`src/rtl/fetch_unit.sv`:
```
// Instruction-fetch front end: owns the PC, drives the synchronous instruction
// memory, pairs each returned instruction with its PC and presents a registered,
// valid-qualified pair to IF/ID. A one-entry skid buffer catches the response
// that lands on the first stall cycle. A redirect flushes all fetch state and
// opens a fixed-length squash window.
module fetch_unit #(
  parameter logic [31:0] RESET_PC      = 32'd0,
  parameter int unsigned IMEM_AW       = 8,
  parameter logic [31:0] NOP_INSTR     = 32'h0000_0000,
  parameter int unsigned SQUASH_CYCLES = 2
) (
  input  logic               clock,
  input  logic               reset_n,
  input  logic               stall,
  input  logic               redirect_valid,
  input  logic [31:0]        redirect_pc,
  output logic [IMEM_AW-1:0] imem_addr,
  input  logic [31:0]        imem_rdata,
  output logic [31:0]        if_instr,
  output logic [31:0]        if_pc,
  output logic               if_valid,
  output logic               squash_active
);

  localparam int unsigned SqW = (SQUASH_CYCLES > 0) ? $clog2(SQUASH_CYCLES + 1) : 1;
  localparam logic [SqW-1:0] SqLoad = SqW'(SQUASH_CYCLES);

  logic [31:0]    fetch_pc_q;
  logic           rsp_valid_q;
  logic [31:0]    rsp_pc_q;
  logic           skid_valid_q;
  logic [31:0]    skid_instr_q;
  logic [31:0]    skid_pc_q;
  logic [SqW-1:0] sq_cnt_q;
  logic [SqW-1:0] sq_cnt_d;

  assign imem_addr = fetch_pc_q[IMEM_AW-1:0];

  // PC, response tracking, skid buffer and IF/ID output registers.
  // Priority: redirect > stall > normal flow.
  always_ff @(posedge clock or negedge reset_n) begin
    if (!reset_n) begin
      fetch_pc_q   <= RESET_PC;
      rsp_valid_q  <= 1'b0;
      rsp_pc_q     <= 32'd0;
      skid_valid_q <= 1'b0;
      skid_instr_q <= NOP_INSTR;
      skid_pc_q    <= 32'd0;
      if_valid     <= 1'b0;
      if_instr     <= NOP_INSTR;
      if_pc        <= 32'd0;
    end else if (redirect_valid) begin
      // Kill the in-flight fetch and any skid entry; if_pc keeps its last value.
      fetch_pc_q   <= redirect_pc;
      rsp_valid_q  <= 1'b0;
      skid_valid_q <= 1'b0;
      if_valid     <= 1'b0;
      if_instr     <= NOP_INSTR;
    end else if (stall) begin
      // The address re-presented during a stall is not counted as issued, so
      // only the response arriving on the first stall cycle needs parking.
      rsp_valid_q <= 1'b0;
      if (rsp_valid_q) begin
        skid_valid_q <= 1'b1;
        skid_instr_q <= imem_rdata;
        skid_pc_q    <= rsp_pc_q;
      end
    end else begin
      fetch_pc_q  <= fetch_pc_q + 32'd1;
      rsp_valid_q <= 1'b1;
      rsp_pc_q    <= fetch_pc_q;
      if (skid_valid_q) begin
        skid_valid_q <= 1'b0;
        if_valid     <= 1'b1;
        if_instr     <= skid_instr_q;
        if_pc        <= skid_pc_q;
      end else if (rsp_valid_q) begin
        if_valid <= 1'b1;
        if_instr <= imem_rdata;
        if_pc    <= rsp_pc_q;
      end else begin
        if_valid <= 1'b0;
        if_instr <= NOP_INSTR;
      end
    end
  end

  // Squash counter next state: reload on redirect, otherwise count down to zero.
  always_comb begin
    sq_cnt_d = sq_cnt_q;
    if (redirect_valid) begin
      sq_cnt_d = SqLoad;
    end else if (sq_cnt_q != '0) begin
      sq_cnt_d = sq_cnt_q - SqW'(1);
    end
  end

  // Squash counter and its registered flag; counts down through stalls too.
  always_ff @(posedge clock or negedge reset_n) begin
    if (!reset_n) begin
      sq_cnt_q      <= '0;
      squash_active <= 1'b0;
    end else begin
      sq_cnt_q      <= sq_cnt_d;
      squash_active <= (sq_cnt_d != '0);
    end
  end

endmodule

```
`config.mk`:
```
export PLATFORM = sky130hd
export DESIGN_NAME = fetch_unit
export DESIGN_NICKNAME = d
export VERILOG_FILES = /design/src/rtl/fetch_unit.sv
export SDC_FILE = /design/constraint.sdc
export NUM_CORES = 1
export LEC_CHECK = 0
export ABC_AREA = 1
export CELL_PAD_IN_SITES_DETAIL_PLACEMENT = 1
export CELL_PAD_IN_SITES_GLOBAL_PLACEMENT = 2
export CORE_MARGIN = 4
export CORE_UTILIZATION = 39
export DETAILED_ROUTE_END_ITERATION = 16
export DONT_BUFFER_PORTS = 1
export PLACE_DENSITY = 0.78
export SETUP_SLACK_MARGIN = 0.5
export SLEW_MARGIN = 20
export SYNTH_ARGS = -nofsm -noshare
export SYNTH_HDL_FRONTEND = slang
export SYNTH_SLANG_ARGS = --single-unit
```
`constraint.sdc`:
```
create_clock -name clock -period 1.89 [get_ports clock]
set_clock_uncertainty 0.1 [all_clocks]
set_input_delay 0.378 -clock clock [delete_from_list [all_inputs] [get_ports clock]]
set_output_delay 0.378 -clock clock [all_outputs]
set_load 0.1 [all_outputs]
```
Word level (Yosys, flattened, before mapping)
Cells that the tools add are included.
Widths: inputs -> output; s select.
{"block": "totals", "regBits": 198, "in_bits": 68, "elab_cells": 42}
{"block": "classes", "n_addsub": 2, "n_eq_ne": 2, "mux": 19, "bitwise_logic": 2, "reduce_logical": 6}
{"cell": "$mux 32", "count": 8}
{"cell": "$add 32x1->32 const B", "count": 1}
{"cell": "$mux 1", "count": 9}
{"cell": "$reduce_and 3->1", "count": 2}
{"cell": "$reduce_bool 2->1", "count": 3}
{"cell": "$mux 2", "count": 2}
{"cell": "$ne 3x1->1 const B", "count": 1}
{"cell": "$ne 2x1->1 const B", "count": 1}
{"cell": "$not 1->1", "count": 2}
{"cell": "$reduce_and 2->1", "count": 1}
{"cell": "$sub 2x1->2 const B", "count": 1}

Depth between registers and ports, before layout
Gate-level depths: netlist of run 1.
{"block": "logic_depth", "ltp_word": 4, "ltp_mapped": 10, "ltp_nobuf": 10}

Worst setup path after synthesis of run 1
Ideal clock, no wire load.
{"block": "synth_path", "path_type": "reg2reg", "startpoint": "register fetch_pc_q[0]", "endpoint": "register fetch_pc_q[22]", "setup_ps": 124, "arrival_time_ps": 1337, "required_time_ps": 1666, "slack_ps": 329, "path_stages_with_launch": 9, "path_buffers": 0, "period_less_slack_ps": 1561, "cell_sequence": "dfrtp_1 > ha_1 > nand2_1 > nor2_2 > nand3_1 > nor2_1 > nand3_1 > nand3_1 > nand3_1"}
{"block": "synth_via", "elab_chain_len": 3}
{"element": "from (decl)", "line": "28", "source": "logic [31:0] fetch_pc_q;"}
{"element": "from (signal assigned)", "line": "54", "source": "fetch_pc_q <= redirect_pc;"}
{"element": "from (signal assigned)", "line": "69", "source": "fetch_pc_q <= fetch_pc_q + 32'd1;"}
{"element": "$add 32x1->32", "line": "69"}
{"element": "$mux 32", "line": "59", "source": "end else if (stall) begin"}
{"element": "$mux 32", "line": "52", "source": "end else if (redirect_valid) begin"}
Every way passes these cells. The select of a mux whose other input is x is not followed.
A chain may end at the register's enable or synchronous reset.

Final worst setup path of run 1
{"block": "layout_path", "startpoint": "register fetch_pc_q[0]", "endpoint": "output port imem_addr[0]"}
{"element": "to (decl)", "line": "17", "source": "output logic [IMEM_AW-1:0] imem_addr,"}
No word-level cell between the ends.

==> results.cfg, run 1 <==
[die]
io-pin-count = 142
core-area_um2 = 22780
die_height_um = 160.5
die_w_um = 160.5
die_area_um2 = 25770
start_util = 0.3984
rows = 55

[synthesis]
syn_area_per_cell_um2 = 8.993
synth_edf_count = 0
ys_warn_count = 0
syn_area_um2 = 9074
ys_seq_area_frac = 0.5461
synthTopCellsByArea = dfrtp_1 (55%), nand2_1 (13%), mux2_4 (5.3%)
synth_cells = 1009
synth_common_cells = nand2_1 (318), dfrtp_1 (198), o21ai_0 (74), inv_1 (72)
async_reset_ff_frac = 1.000
synth-seq-cells = 198
yosys.area.top_type = dfrtp_1
ys_types = 33
yosysMostFrequentCell = nand2_1
yosys.area.top_type_share = 0.5461
synth_flop_cell = dfrtp_1
syn_nets = 1078

[timing]
finalSetupViolCount = 0
final_max_slew_viol_count = 0
worst_slew_pin_slew_ns = 0.5858
fmax_ghz = 0.5930
whs_ns = -0.4610
layout_min_cycle_time_ns = 1.686
hold_viol_final = 198
setup_tns_ns = 0
slew_headroom = 0.6082
period_share = 0.8922
grt_setup_unrepaired = yes

[critical_path]
crit_arrival_ns = 1.21
cpMaxStageDelayCell = dfrtp_2
start_kind = flop
worstPathRequired_ns = 1.41
rrSetupSlack_ns = 0.26
max_stage_delay_ns = 0.45
cp_max_fo = 4
path_buf_inv = 2
cp_top_family = flip-flops
critPathKind = flop to output pin
path_cells = buf_4 -> buf_12
crit_start = fetch_pc_q[0]
reg2reg_from = fetch_pc_q[2]
end_kind = output pin

[place]
placed_cell_area_um2 = 9886
gp_congestion = 0.8296
hpwl_mm = 16.51
io_buffer_count = 0

[final_layout]
drive_gt1_frac = 0.2854
num-fill-cells = 2469
nets = 1237
area_growth_syn_to_layout_pct = 43.68
n_antenna_cell = 0
final_area_um2 = 13040
fin_util = 0.5724

[drt]
vias = 7744
wirelength_mm = 29.86
wl_per_cell_um = 19.99
drtIter0Drc = 528
first_pass_iters = 5
via_per_inst = 5.183
drc = 0
ant_nets = 0

[global_routing]
grt.overflow.total = 0
grt_pass1_vias = 7865
grtUsageTotal = 0.2168
grt_pass1_wl_mm = 44.82
grt_max_degree = 199
antenna_found_initial = 0

[flow_run]
cap_violations = 0

[outcome]
status = finished, violations left
violations = negative hold slack

[clock_tree]
cts_tree = yes
clkSinkCount = 198
cts_buffers = 17
clk_path_buf_depth = 2
clk_pin_slew_ns = 0.08
htreeDepth = 4
cts-root-buf = clkbuf_16
insertion_delay_ns = 0.43

[power]
power_density_nw_per_um2 = 1024
leakagePower_nw = 5.955
ir_worst_vdd_mv = 0.5584

[worst_hold_path]
holdCritPathClass = input port to async pin
[flip-flops by register name, indices dropped and copies added (netlist names)]
register and count:
rsp_valid_q 1, squash_active 1, if_pc 32, skid_pc_q 32, if_instr 32, rsp_pc_q 32, if_valid 1, skid_instr_q 32
sq_cnt_q 2, skid_valid_q 1, fetch_pc_q 32
[worst paths after layout]
check | endpoint | depth (start not counted)
max | imem_addr[0] | 2
min | if_pc[12] | 0
max reg2reg | fetch_pc_q[26] | 9
min reg2reg | skid_pc_q[1] | 2
max in group asynchronous | rsp_valid_q | 0
min in group clock | fetch_pc_q[9] | 2
[logic make-up after synthesis]
family / count (synthesis) / share of synthesized area
simple gates: 452 / 0.2085
compound gates: 186 / 0.1161
flops: 198 / 0.5461
mux: 32 / 0.05295
buf+inv: 138 / 0.07308
fa+ha+maj: 1 / 0.001379
xor+xnor: 2 / 0.001931
[cell type report]
type	instances	area, um^2	share of cell area
multi-input combinational	674	3960	0.3037
clock buffer	17	425.4	0.03263
timing repair buffer	203	2838	0.2177
tap	313	391.6	0.03004
clock inverter	15	166.4	0.01276
inverter	74	282.8	0.02169
sequential	198	4974	0.3815
[routing by layer]
layer	part of all wire	wire (um)	up-vias	global-route usage
met5	0	0	-	0
met4	0.020	584	0	0.05241
met3	0.036	1078	35	0.03798
met2	0.49	14530	180	0.3413
met1	0.46	13670	3892	0.3134
li1	-	-	3637	-
[where the power goes]
part	total [mW]	leakage (nW)	switching, mW	internal, mW
Sequential	5.45	2.46	0.538	4.91
Combinational	4.18	3.21	2.58	1.60
Clock	3.72	0.278	1.83	1.88
[placed cells by master, fill, tap and decap left out, drive strengths merged, types with 2 or more instances in the layout]
cell and n:
a21oi 17, a22oi 32, buf 149, clkbuf 23
clkinv 4, clkinvlp 4, dfrtp 198, dlygate4sd3 48
inv 80, mux2 32, nand2 319, nand3 47
nand3b 11, nand4 11, nor2 55, nor3 9
o2111ai 2, o211ai 10, o21ai 122
[through the flow]
step	hold slack (ns)	total power, mW	instances	setup slack (ns)
after floorplan	-0.01759	7.876	1009	0.3480
after global placement	-0.007732	8.518	1348	0.2139
after detailed placement	-0.007733	8.589	1348	0.1528
after CTS	-0.4763	13.08	1466	0.2757
after global routing	-0.4852	13.90	1494	0.1375
final	-0.4610	13.35	1494	0.2037
[repair_timing]
item / in CTS / in global routing
pin swaps: 17 / 55
setup buffers: 33 / 21
endpoints found under the hold margin: 246 / 199
gates cloned: 6 / 6
resized for setup: 251 / 126
setup endpoints to repair: 185 / 179
hold buffers: 47 / 1
Power figures use the tool's default switching activity.
==> inputs of run 2 (changes only) <==
--- a/config.mk
+++ b/config.mk
@@ -10,6 +10,7 @@
 export CELL_PAD_IN_SITES_GLOBAL_PLACEMENT = 2
 export CORE_MARGIN = 4
 export CORE_UTILIZATION = 39
+export CTS_CLUSTER_DIAMETER = 40
 export DETAILED_ROUTE_END_ITERATION = 16
 export DONT_BUFFER_PORTS = 1
 export PLACE_DENSITY = 0.78
==> results of run 2 <==
No change in the layout: final DEF, timing and power equal those of run 1.
==> inputs of run 3 (changes only) <==
--- a/config.mk
+++ b/config.mk
@@ -6,7 +6,7 @@
 export NUM_CORES = 1
 export LEC_CHECK = 0
 export ABC_AREA = 1
-export CELL_PAD_IN_SITES_DETAIL_PLACEMENT = 1
+export CELL_PAD_IN_SITES_DETAIL_PLACEMENT = 0
 export CELL_PAD_IN_SITES_GLOBAL_PLACEMENT = 2
 export CORE_MARGIN = 4
 export CORE_UTILIZATION = 39
==> run 3 against run 2 <==
Against the previous run: the flow still finishes with violations (negative hold slack); die area unchanged; worst setup slack got worse by 0.010 ns; flip-flop and latch count unchanged; register-to-register slack got worse by 0.07 ns.
==> results.cfg, run 3 (synthesis gave the netlist of run 1 again) <==
[power]
p_seq_frac = 0.413
p_sw_mw = 4.734
ir_worst_vdd_mv = 0.6238
intPower_mw = 8.367
swShare = 0.3614
clockPowerShare = 0.277
power_density_nw_per_um2 = 1027
leakagePower_nw = 5.839
pwr-share-comb = 0.310

[die]
die_height_um = 160.5
die_area_um2 = 25770
die_w_um = 160.5
rows = 55
core-area_um2 = 22780
start_util = 0.3984
io-pin-count = 142

[timing]
slew_headroom = 0.6518
worst_slack_ns = 0.1932
setup_tns_ns = 0
worst_slew_pin_slew_ns = 0.5206
grt_setup_unrepaired = yes
hold_viol_final = 198
final_max_slew_viol_count = 0
layout_min_cycle_time_ns = 1.697
fmax_ghz = 0.5894
whs_ns = -0.4627
finalSetupViolCount = 0
period_share = 0.8978

[final_layout]
final_cell_mix = nand2_1 (307), dfrtp_1 (186), o21ai_1 (71)
final_cell_count_no_fill = 1485
final_common_cell = nand2_1
drive_gt1_frac = 0.2679
nets = 1229
n_antenna_cell = 0
fin_util = 0.5602
area_growth_syn_to_layout_pct = 40.64
final_area_um2 = 12760

[clock_tree]
insertion_delay_ns = 0.43
clk_pin_slew_ns = 0.08
clkSinkCount = 198
htreeDepth = 4
clk_path_buf_depth = 2
cts_tree = yes
cts-root-buf = clkbuf_16
cts_buffers = 17
ctsHoldBuffers = 45

[critical_path]
cpMaxStageDelayCell = dfrtp_1
path_buf_inv = 1
reg2reg_depth = 9
start_kind = flop
cp_common_cell = nand3_1
reg2reg_from = fetch_pc_q[0]
max_stage_delay_ns = 0.38
worstPathRequired_ns = 2.10
rrSetupSlack_ns = 0.19
path_cells = ha_2 -> nand2_2 -> nor2_4 -> buf_4 -> nand3_4 -> nor2_4 -> nand3_1 -> nand3_1 -> nand3_1
end_kind = flop
critPathKind = flop to flop
reg2reg_to = fetch_pc_q[22]
cp_top_family = simple AND/OR/NAND/NOR gates
cp_max_fo = 5
crit_arrival_ns = 1.91

[drt]
drtIter0Drc = 569
wl_per_cell_um = 17.47
first_pass_iters = 5
drc = 0
ant_nets = 0
wirelength_mm = 25.94
vias = 7325
via_per_inst = 4.933

[outcome]
violations = negative hold slack
status = finished, violations left

[global_routing]
grt_max_degree = 199
grtUsageTotal = 0.1973
grt_pass1_wl_mm = 40.99
antenna_found_initial = 0
grt.overflow.total = 0
grt_pass1_vias = 7245

[worst_hold_path]
holdCritPathClass = input port to async pin

[place]
hpwl_mm = 15.50
io_buffer_count = 0
gp_congestion = 0.8296
dpl.cell_count = 1348
placed_cell_area_um2 = 9886
pre_cts_ws_ns = 0.1562

[flow_run]
cap_violations = 0
==> run 3: worst max path at each step <==
stage | to | from | depth (start not counted)
after global placement | fetch_pc_q[28] | fetch_pc_q[5] | 9
after floorplan | fetch_pc_q[28] | fetch_pc_q[0] | 10
after detailed placement | fetch_pc_q[26] | fetch_pc_q[5] | 7
after global routing | fetch_pc_q[28] | fetch_pc_q[1] | 10
after CTS | fetch_pc_q[28] | fetch_pc_q[1] | 10
final | fetch_pc_q[22] | fetch_pc_q[0] | 9
==> run 3: power groups by stage <==
stage | Sequential [mW] | Clock [mW] | Combinational, mW
floorplan | 6.70 | 0 | 1.18
global placement | 5.33 | 0 | 3.19
detailed placement | 5.35 | 0 | 3.21
CTS | 5.37 | 3.73 | 3.85
global route | 5.49 | 3.91 | 4.28
finish | 5.42 | 3.62 | 4.06
==> run 3: layout make-up <==
type | count | area [um^2]
fillers | 2015 | 10020
clock inverters | 13 | 136.4
inverters | 74 | 282.8
clock buffers | 18 | 439.2
well taps | 313 | 391.6
multi-input cells | 673 | 3839
repair buffers | 196 | 2703
flip-flops and latches | 198 | 4970
==> run 3: worst register-to-register path, stage by stage, from the launching register on <==
cell     delay (ns)
dfrtp_1        0.38
ha_2           0.20
nand2_2        0.08
nor2_4         0.17
buf_4          0.14
nand3_4        0.09
nor2_4         0.18
nand3_1        0.09
nand3_1        0.08
nand3_1        0.07
==> run 3: what timing repair did <==
action                                  in CTS  in global routing
resized for setup                          228                116
pin swaps                                   11                 40
endpoints found under the setup margin     183                166
cloned                                       5                  3
setup buffers                               30                 23
hold endpoints to repair                   243                198
==> run 3: through the flow <==
stage               power [mW]  hold slack [ns]
detailed placement       8.557         -0.01069
finish                   13.10          -0.4627
CTS                      12.95          -0.4819
global placement         8.518        -0.007732
global route             13.69          -0.4940
floorplan                7.876         -0.01759
==> run 3: routing by layer <==
layer	routed length [um]	track usage	up-vias
met2	11870	0.2995	139
met5	0	0	-
met3	932	0.03618	23
met1	12810	0.2959	3545
li1	-	-	3618
met4	328	0.04302	0
